File: src/rtl/axis_master_mlp_out.sv
`default_nettype none
// ============================================================================
//  Module   : axis_master_mlp_out
//  Brief    : AXI4-Stream master returning MLP result words to the host.
//             Result words are buffered in a show-ahead FIFO and sent as
//             fixed-length packets, with TLAST on the final beat of each.
//  Revision : 1.0 - initial release
// ============================================================================
module axis_master_mlp_out #(
  parameter int C_M_AXIS_TDATA_WIDTH = 32,
  parameter int C_FIFO_DEPTH         = 8,
  parameter int C_FRAME_LEN          = 10
) (
  input  logic                                M_AXIS_ACLK,
  input  logic                                M_AXIS_ARESET,
  // MLP core side
  input  logic [C_M_AXIS_TDATA_WIDTH-1:0]     pi_mlp_data,
  input  logic                                pi_mlp_data_valid,
  output logic                                po_mlp_ready,
  output logic                                po_overflow,
  output logic                                po_frame_done,
  // AXI4-Stream master
  output logic                                M_AXIS_TVALID,
  output logic [C_M_AXIS_TDATA_WIDTH-1:0]     M_AXIS_TDATA,
  output logic [(C_M_AXIS_TDATA_WIDTH/8)-1:0] M_AXIS_TSTRB,
  output logic                                M_AXIS_TLAST,
  input  logic                                M_AXIS_TREADY
);

  // Pointer width, occupancy width (must hold C_FIFO_DEPTH itself) and
  // beat counter width (at least one bit even for single-beat packets).
  localparam int C_AW = $clog2(C_FIFO_DEPTH);
  localparam int C_CW = C_AW + 1;
  localparam int C_BW = (C_FRAME_LEN > 1) ? $clog2(C_FRAME_LEN) : 1;

  localparam logic [C_CW-1:0] C_DEPTH_CNT = C_CW'(C_FIFO_DEPTH);
  localparam logic [C_BW-1:0] C_LAST_BEAT = C_BW'(C_FRAME_LEN - 1);
  localparam int              C_STRB_W    = C_M_AXIS_TDATA_WIDTH / 8;

  // Two-state stream FSM: IDLE while the FIFO is empty, STREAM otherwise.
  typedef enum logic [0:0] {
    ST_IDLE   = 1'b0,
    ST_STREAM = 1'b1
  } state_t;

  state_t state_q, state_d;

  // FIFO storage is deliberately left without reset; the read path is gated
  // by TVALID so stale contents never reach the stream.
  logic [C_M_AXIS_TDATA_WIDTH-1:0] mem_q [C_FIFO_DEPTH];

  logic [C_AW-1:0] wr_ptr_q, wr_ptr_d;
  logic [C_AW-1:0] rd_ptr_q, rd_ptr_d;
  logic [C_CW-1:0] count_q,  count_d;
  logic [C_BW-1:0] beat_q,   beat_d;
  logic            overflow_q, overflow_d;
  logic            frame_done_q, frame_done_d;

  logic w_push;
  logic w_pop;
  logic w_drop;
  logic w_tvalid;
  logic w_tlast;

  // --------------------------------------------------------------------------
  // Handshake decode. Ready looks only at registered occupancy, so a word
  // offered while full is dropped even if a pop happens in the same cycle.
  // --------------------------------------------------------------------------
  assign po_mlp_ready = (count_q != C_DEPTH_CNT);
  assign w_push       = pi_mlp_data_valid &&  po_mlp_ready;
  assign w_drop       = pi_mlp_data_valid && !po_mlp_ready;

  // TVALID comes straight from the state register and never from TREADY.
  assign w_tvalid = (state_q == ST_STREAM);
  assign w_tlast  = w_tvalid && (beat_q == C_LAST_BEAT);
  assign w_pop    = w_tvalid && M_AXIS_TREADY;

  assign M_AXIS_TVALID = w_tvalid;
  assign M_AXIS_TLAST  = w_tlast;
  assign M_AXIS_TDATA  = w_tvalid ? mem_q[rd_ptr_q] : '0;
  assign po_overflow   = overflow_q;
  assign po_frame_done = frame_done_q;

  // Every byte of every beat is a data byte.
  for (genvar b = 0; b < C_STRB_W; b++) begin : g_strb
    assign M_AXIS_TSTRB[b] = 1'b1;
  end

  // --------------------------------------------------------------------------
  // Datapath next state: pointers, occupancy, beat position and flags.
  // --------------------------------------------------------------------------
  always_comb begin
    wr_ptr_d     = wr_ptr_q;
    rd_ptr_d     = rd_ptr_q;
    count_d      = count_q;
    beat_d       = beat_q;
    overflow_d   = overflow_q;
    frame_done_d = 1'b0;

    // Power-of-two depth makes the natural wrap of the pointer the modulo.
    if (w_push) begin
      wr_ptr_d = wr_ptr_q + C_AW'(1);
    end
    if (w_pop) begin
      rd_ptr_d = rd_ptr_q + C_AW'(1);
    end

    unique case ({w_push, w_pop})
      2'b10:   count_d = count_q + C_CW'(1);
      2'b01:   count_d = count_q - C_CW'(1);
      default: count_d = count_q;
    endcase

    // The beat counter only follows accepted beats, so a packet may be
    // interrupted by empty gaps without losing its position.
    if (w_pop) begin
      if (w_tlast) begin
        beat_d       = '0;
        frame_done_d = 1'b1;
      end else begin
        beat_d = beat_q + C_BW'(1);
      end
    end

    if (w_drop) begin
      overflow_d = 1'b1;
    end
  end

  // --------------------------------------------------------------------------
  // Stream FSM next state. Leaving STREAM needs the last word popped with no
  // refill in the same cycle; otherwise TVALID stays up without a bubble.
  // --------------------------------------------------------------------------
  always_comb begin
    state_d = state_q;
    unique case (state_q)
      ST_IDLE: begin
        if (count_d != '0) begin
          state_d = ST_STREAM;
        end
      end
      ST_STREAM: begin
        if (w_pop && !w_push && (count_q == C_CW'(1))) begin
          state_d = ST_IDLE;
        end
      end
      default: state_d = ST_IDLE;
    endcase
  end

  // State register with asynchronous reset; a mid-packet reset drops TVALID
  // immediately and restarts the next packet at beat 0.
  always_ff @(posedge M_AXIS_ACLK or posedge M_AXIS_ARESET) begin
    if (M_AXIS_ARESET) begin
      state_q      <= ST_IDLE;
      wr_ptr_q     <= '0;
      rd_ptr_q     <= '0;
      count_q      <= '0;
      beat_q       <= '0;
      overflow_q   <= 1'b0;
      frame_done_q <= 1'b0;
    end else begin
      state_q      <= state_d;
      wr_ptr_q     <= wr_ptr_d;
      rd_ptr_q     <= rd_ptr_d;
      count_q      <= count_d;
      beat_q       <= beat_d;
      overflow_q   <= overflow_d;
      frame_done_q <= frame_done_d;
    end
  end

  // FIFO write port; only accepted words are stored.
  always_ff @(posedge M_AXIS_ACLK) begin
    if (w_push) begin
      mem_q[wr_ptr_q] <= pi_mlp_data;
    end
  end

endmodule
`default_nettype wire

File: config.mk
export PLATFORM = sky130hd
export DESIGN_NAME = axis_master_mlp_out
export DESIGN_NICKNAME = d
export VERILOG_FILES = /design/src/rtl/axis_master_mlp_out.sv
export SDC_FILE = /design/constraint.sdc
export NUM_CORES = 1
export LEC_CHECK = 0
export BUFFER_PORTS_ARGS = -buffer_cell sky130_fd_sc_hd__buf_2
export CAP_MARGIN = 40
export CORE_MARGIN = 2
export CORE_UTILIZATION = 43
export CTS_CLUSTER_SIZE = 12
export DETAILED_ROUTE_END_ITERATION = 6
export GPL_TIMING_DRIVEN = 0
export PLACE_DENSITY = 0.66
export SYNTH_ARGS = -nofsm -noshare
export SYNTH_HDL_FRONTEND = slang
export SYNTH_SLANG_ARGS = --single-unit
File: constraint.sdc
create_clock -name M_AXIS_ACLK -period 3.8 [get_ports M_AXIS_ACLK]
set_input_delay 0.57 -clock M_AXIS_ACLK [delete_from_list [all_inputs] [get_ports M_AXIS_ACLK]]
set_output_delay 0.57 -clock M_AXIS_ACLK [all_outputs]
set_load 0.01 [all_outputs]
### Word level (Yosys, flattened, before mapping)

Memory sizes are Yosys's and may differ from the RTL's.
Cells that the tools add are included.

| word-level totals | value |
|---|---|
| output and inout port bits | 41 |
| memories | 1 |
| memory bits (writable) | 256 |
| bits in registers | 17 |
| input port bits | 36 |
| word-level logic and storage cells | 38 |

| cells by class | value |
|---|---|
| mux-type cells | 10 |
| reductions and logical operators | 9 |
| bitwise operators | 1 |
| add/subtract/negate cells | 5 |
| eq/ne operators | 5 |

Memory list:

| name | depth | width | read ports | clocked after Yosys merged registers in | wr ports | RTL line | text |
|---|---|---|---|---|---|---|---|
| mem_q | 8 | 32 | 1 | 0 | 1 | 50 | `logic [C_M_AXIS_TDATA_WIDTH-1:0] mem_q [C_FIFO_DEPTH];` |

Operators with widths:

| operator | count |
|---|---|
| 32-bit two-way mux | 1 |
| 4-bit by 1-bit adder with 4-bit output (second input constant) | 2 |
| 4-bit case mux with 2 select lines | 1 |
| 3-bit by 1-bit adder with 3-bit output (second input constant) | 2 |
| 1-bit logical AND | 6 |
| 1-bit two-way mux | 6 |
| 4-bit by 1-bit equality test with 1-bit output (second input constant) | 1 |
| 4-bit equality test (second input constant) | 1 |
| 4-bit two-way mux | 1 |
| 4-bit != test (second input constant) | 1 |
| 4-bit nonzero test | 1 |
| 4-bit by 1-bit subtractor with 4-bit output (second input constant) | 1 |
| 2-bit by 1-bit equality test with 1-bit output (second input constant) | 1 |
| 2-bit equality test (second input constant) | 1 |
| 1-bit zero test | 2 |
| 1-bit case mux with 2 select lines | 1 |
| 1-bit inverter | 1 |

### Depth between registers and ports, before layout

| logic depth | value |
|---|---|
| depth in word-level cells | 7 |
| gate-level depth with buffers | 10 |
| depth with buffers taken out | 10 |

### Worst setup path after synthesis

Ideal clock, no wire load.

| path | value |
|---|---|
| path type | register -> register |
| from | register count_q[0] |
| to | memory mem_q[0][0] (enable) |
| clock period less this slack | 3.921 ns |
| cell stages (with the launch flop) | 8 |
| path slack | -0.121 ns |
| library setup time | 0.461 ns |
| data required time | 3.339 ns |
| arrival time | 3.460 ns |
| buffers on the path | 0 |
| cells stage by stage | dfrtp_1 -> inv_1 -> ha_1 -> nand3b_1 -> nand2_1 -> inv_1 -> nand2b_1 -> nor3_1 |

| on the way | value |
|---|---|
| cells in the longest elaborated chain, start to end | 4 |

RTL lines:

| what | RTL line | text |
|---|---|---|
| start, declared | 54 | `logic [C_CW-1:0] count_q, count_d;` |
| start signal, assigned | 166 | `count_q <= count_d;` |
| 4-bit != test | 69 | `assign po_mlp_ready = (count_q != C_DEPTH_CNT);` |
| named net po_mlp_ready | 19 | `output logic po_mlp_ready,` |
| 1-bit logical AND | 70 | `assign w_push = pi_mlp_data_valid && po_mlp_ready;` |
| named net w_push | 59 | `logic w_push;` |
| 1-bit two-way mux | 175 | `if (w_push) begin` |
| 1-bit two-way mux (not written as such) | 176 | `mem_q[wr_ptr_q] <= pi_mlp_data;` |
| end, declared | 50 |  |

The timed path passes the listed nets, and every way through them passes these cells.

### Final worst setup path

| path | value |
|---|---|
| from | register rd_ptr_q[1] |
| to | output port M_AXIS_TDATA[30] |

| on the way | value |
|---|---|
| cells in the longest elaborated chain, start to end | 2 |

RTL lines:

| what | RTL line | text |
|---|---|---|
| start, declared | 53 | `logic [C_AW-1:0] rd_ptr_q, rd_ptr_d;` |
| start signal, assigned | 165 | `rd_ptr_q <= rd_ptr_d;` |
| memory read 8 x 32 bit | - |  |
| 32-bit two-way mux | 80 | `assign M_AXIS_TDATA = w_tvalid ? mem_q[rd_ptr_q] : '0;` |
| end, declared | 24 | `output logic [C_M_AXIS_TDATA_WIDTH-1:0] M_AXIS_TDATA,` |

Every way passes these cells.

==> load_flow_metrics.sql <==
INSERT INTO impl_metrics (metric_group, metric, value, unit) VALUES
('power_and_ir_drop', 'power_per_cell_area', '764', 'mW/mm²'),
('sta', 'period_needed', '3.19', 'ns'),
('sta', 'max_clock_freq', '314', 'MHz'),
('yosys', 'yosysWarnings', '0', ''),
('global_routing', 'groute.usage.overall', '16.6', '%'),
('global_routing', 'number_of_antenna_violations_at_the_first_check_in_global_routing', '2', ''),
('sta', 'timing_worst_slew_pin_value', '0.836', 'ns'),
('global_routing', 'first_global_vias', '5397', ''),
('worst_setup_path', 'path_cells', 'buf_2, buf_1, mux4_2, mux2i_1, nor2_1, buf_2', ''),
('cts', 'clk-insertion-delay-late', '0.53', 'ns'),
('sta', 'timing.final.hold_violations', '0', ''),
('floorplan', 'design.die.area', '0.0261', 'mm²'),
('worst_setup_path', 'path_common_cell', 'buf_2', ''),
('global_routing', 'grt_max_degree', '21', ''),
('routing', 'drt.antenna.violating_nets', '0', ''),
('worst_setup_path', 'timing.rr.start', 'count_q[0]', ''),
('place', 'post_dp_cell_area', '0.0118', 'mm²'),
('routing', 'wirelength', '21200', 'µm'),
('worst_setup_path', 'cp_capture_type', 'primary output', ''),
('worst_setup_path', 'crit_slowest_cell', 'buf_1', ''),
('worst_setup_path', 'critical-path-max-stage-delay', '0.63', 'ns'),
('routing', 'post-route-drc-count', '0', ''),
('cts', 'post_cts.resized_instances', '0', ''),
('yosys', 'synth.yosys.seq_area_share', '75.9', '%'),
('cts', 'cts.sink_count', '273', ''),
('power_and_ir_drop', 'leakagePower', '4.37', 'nW'),
('sta', 'setup-tns-final', '0', 'ns'),
('yosys', 'synth_edf_count', '256', ''),
('hold_path', 'worstHoldPathType', 'in2async', ''),
('place', 'placement.io_buffers', '72', ''),
('cts', 'cts_stage_hold_buffer_count', '0', ''),
('yosys', 'synth.lib_cells_used.distinct', '39', ''),
('sta', 'setup_violations', '0', ''),
('routing', 'drt_pre_antenna_iters', '5', ''),
('worst_setup_path', 'worst_ep_arrival_time', '2.62', 'ns'),
('place', 'dp_hpwl', '13500', 'µm'),
('layout', 'area_growth', '17.8', '%'),
('power_and_ir_drop', 'total_power', '9.62', 'mW'),
('worst_setup_path', 'critical_path_buf_inv_count', '3', ''),
('floorplan', 'chipWidth', '162', 'µm'),
('run_status', 'run_status', 'finished, final reports clean', ''),
('sta', 'slew_viol_final', '0', ''),
('sta', 'skew', '0.0109', 'ns'),
('layout', 'number_of_nets_in_the_finished_design', '675', ''),
('worst_setup_path', 'cp-start-kind', 'register', ''),
('yosys', 'synth.ff_latch_count', '273', ''),
('floorplan', 'die_height', '162', 'µm'),
('cts', 'clock_tree.htree_level_count', '1', ''),
('layout', 'insertedDiodeCount', '0', ''),
('global_routing', 'global_route.overflow_total', '0', ''),
('worst_setup_path', 'worstSetupPathType', 'reg2out', ''),
('yosys', 'netlist_area', '0.0107', 'mm²'),
('floorplan', 'io-pin-count', '77', ''),
('worst_setup_path', 'cp_top_family', 'buffers and inverters', ''),
('cts', 'clkTransAtPathRegs', '0.06', 'ns'),
('sta', 'max-slew-margin-rel', '44.1', '%'),
('yosys', 'async_flop_share', '6.23', '%'),
('routing', 'detail_route.wl_per_cell', '21.9', 'µm'),
('sta', 'rsz_0062_raised_after_global_routing', 'no', ''),
('power_and_ir_drop', 'worst_vdd_drop', '0.000380', 'V'),
('floorplan', 'floorplan.rows', '57', ''),
('cts', 'tritoncts.num_buffers', '28', ''),
('yosys', 'synthesis.instances', '513', ''),
('cts', 'cts_tree', 'yes', ''),
('cts', 'clock_path_buffers', '3', ''),
('layout', 'final_design_area_no_fill', '0.0126', 'mm²'),
('cts', 'cts-root-buf', 'clkbuf_16', ''),
('yosys', 'synth.avg_cell_area', '20.8', 'µm²'),
('worst_setup_path', 'crit_path_max_fanout', '10', ''),
('routing', 'drt_iter0_drc', '421', ''),
('routing', 'post_detailed_route_via_to_cell_ratio', '5.30', ''),
('place', 'gpl.final_weighted_congestion', '0.728', ''),
('routing', 'routed-via-count', '5134', ''),
('worst_setup_path', 'critPathLaunch', 'rd_ptr_q[1]', ''),
('cts', 'setup_bufs_post_cts', '0', ''),
('floorplan', 'core_area', '0.0244', 'mm²'),
('yosys', 'synth-main-ff-cell', 'edfxtp_1', ''),
('sta', 'finalCritPeriodShare', '83.9', '%'),
('floorplan', 'effective_utilization_at_floorplan', '43.8', '%'),
('global_routing', 'first_pass_grt_wire_length', '32500', 'µm'),
('job', 'cap_violations', '0', ''),
('layout', 'drive_gt1_share', '32.6', '%'),
('sta', 'fin_hold_ws', '0.130', 'ns'),
('worst_setup_path', 'worst-endpoint-required', '3.23', 'ns');
## stage by stage
| step | instances | setup WS (ns) | util [%] |
|---|---|---|---|
| 2_1_floorplan | 516 | 0.736 | - |
| 3_3_place_gp | 912 | -0.886 | 47.1 |
| 3_5_place_dp | 923 | 0.960 | 48.2 |
| 4_1_cts | 968 | 0.542 | 51.6 |
| 5_1_grt | 968 | 0.473 | 51.6 |
| 6_report | 968 | 0.613 | 51.6 |
## sequential cells by signal (all words and copies together) (netlist names)
signal / flops
mem_q: 256
beat_q: 4
count_q: 4
rd_ptr_q: 3
wr_ptr_q: 3
M_AXIS_TVALID: 1
po_frame_done: 1
po_overflow: 1
## cell usage in the layout, fill, tap and decap left out, types with 3 or more instances in the layout
cell	instances
clkbuf_16	29
buf_12	3
buf_8	5
o21ai_0	3
xnor2_1	3
edfxtp_1	256
mux2i_1	33
ha_1	10
mux4_2	64
clkbuf_1	15
nor2_1	35
clkinv_1	3
buf_4	10
buf_16	3
nor2_4	6
nand2b_1	3
conb_1	4
dfrtp_1	17
nand2_1	15
nor2b_1	4
nor3_1	4
buf_2	81
inv_1	8
## worst paths after layout
check	endpoint	slack (ns)	cells past startpoint
max reg2reg	mem_q[4][29]	0.96	8
min in group M_AXIS_ACLK	po_overflow	0.30	3
max	M_AXIS_TDATA[30]	0.61	6
min reg2reg	po_overflow	0.47	1
min	count_q[2]	0.13	2
max in group asynchronous	count_q[3]	3.24	2
## synthesized netlist by cell type (4+ instances only)
cell	count	area, µm²
inv_1	8	30.0
mux2i_1	33	330
buf_2	9	45.0
nor2b_1	4	25.0
dfrtp_1	17	425
mux4_2	64	1440
buf_4	10	75.1
clkbuf_1	5	18.8
edfxtp_1	256	7690
nor3_1	6	30.0
ha_1	10	125
nand2_1	15	56.3
nor2_1	41	154
## metal layers
layer | routed length (µm) | global-route usage, % | part of all wire, %
met1 | 8850 | 22.8 | 42
met2 | 10800 | 28.3 | 51
met3 | 1200 | 2.91 | 5.6
met4 | 379 | 3.70 | 1.8
met5 | 25 | 0 | 0.12
## kinds of logic (layout without fill, tap and decap cells)
logic type / after synthesis / count (layout) / synth area share [%]
other: 1 / 4 / 0.0351
AO/OA/AOI/OAI: 12 / 12 / 0.773
XOR/XNOR: 5 / 5 / 0.410
adder cells (fa/ha/maj): 10 / 10 / 1.17
AND/OR/NAND/NOR: 80 / 80 / 3.37
buffers and inverters: 34 / 162 / 1.66
multiplexers: 98 / 98 / 16.7
flip-flops: 273 / 273 / 75.9
## final cells by class
type                       instances  area, µm²
timing repair buffer              83        578
tap                              324        405
clock inverter                     6       76.3
sequential                       273       8110
clock buffer                      39        763
inverter                           8       30.0
fill                            1949      11800
buffer                            26        148
multi-input combinational        209       2480
## where the power goes
group	leakage [nW]	internal, mW	total (mW)	switching [mW]
sequential	2.52	3.77	3.94	0.166
clock	0.406	1.51	2.52	1.01
combinational	1.43	1.43	3.15	1.72
## worst register-to-register path: stages (launching register included)
cell,delay [ns]
dfrtp_1,0.48
inv_1,0.08
ha_1,0.24
nand3b_1,0.13
nand2_1,0.16
inv_1,0.18
nand2b_1,0.27
nor2_4,0.74
buf_16,0.24
No activity file was read; power rests on OpenSTA's default activity.
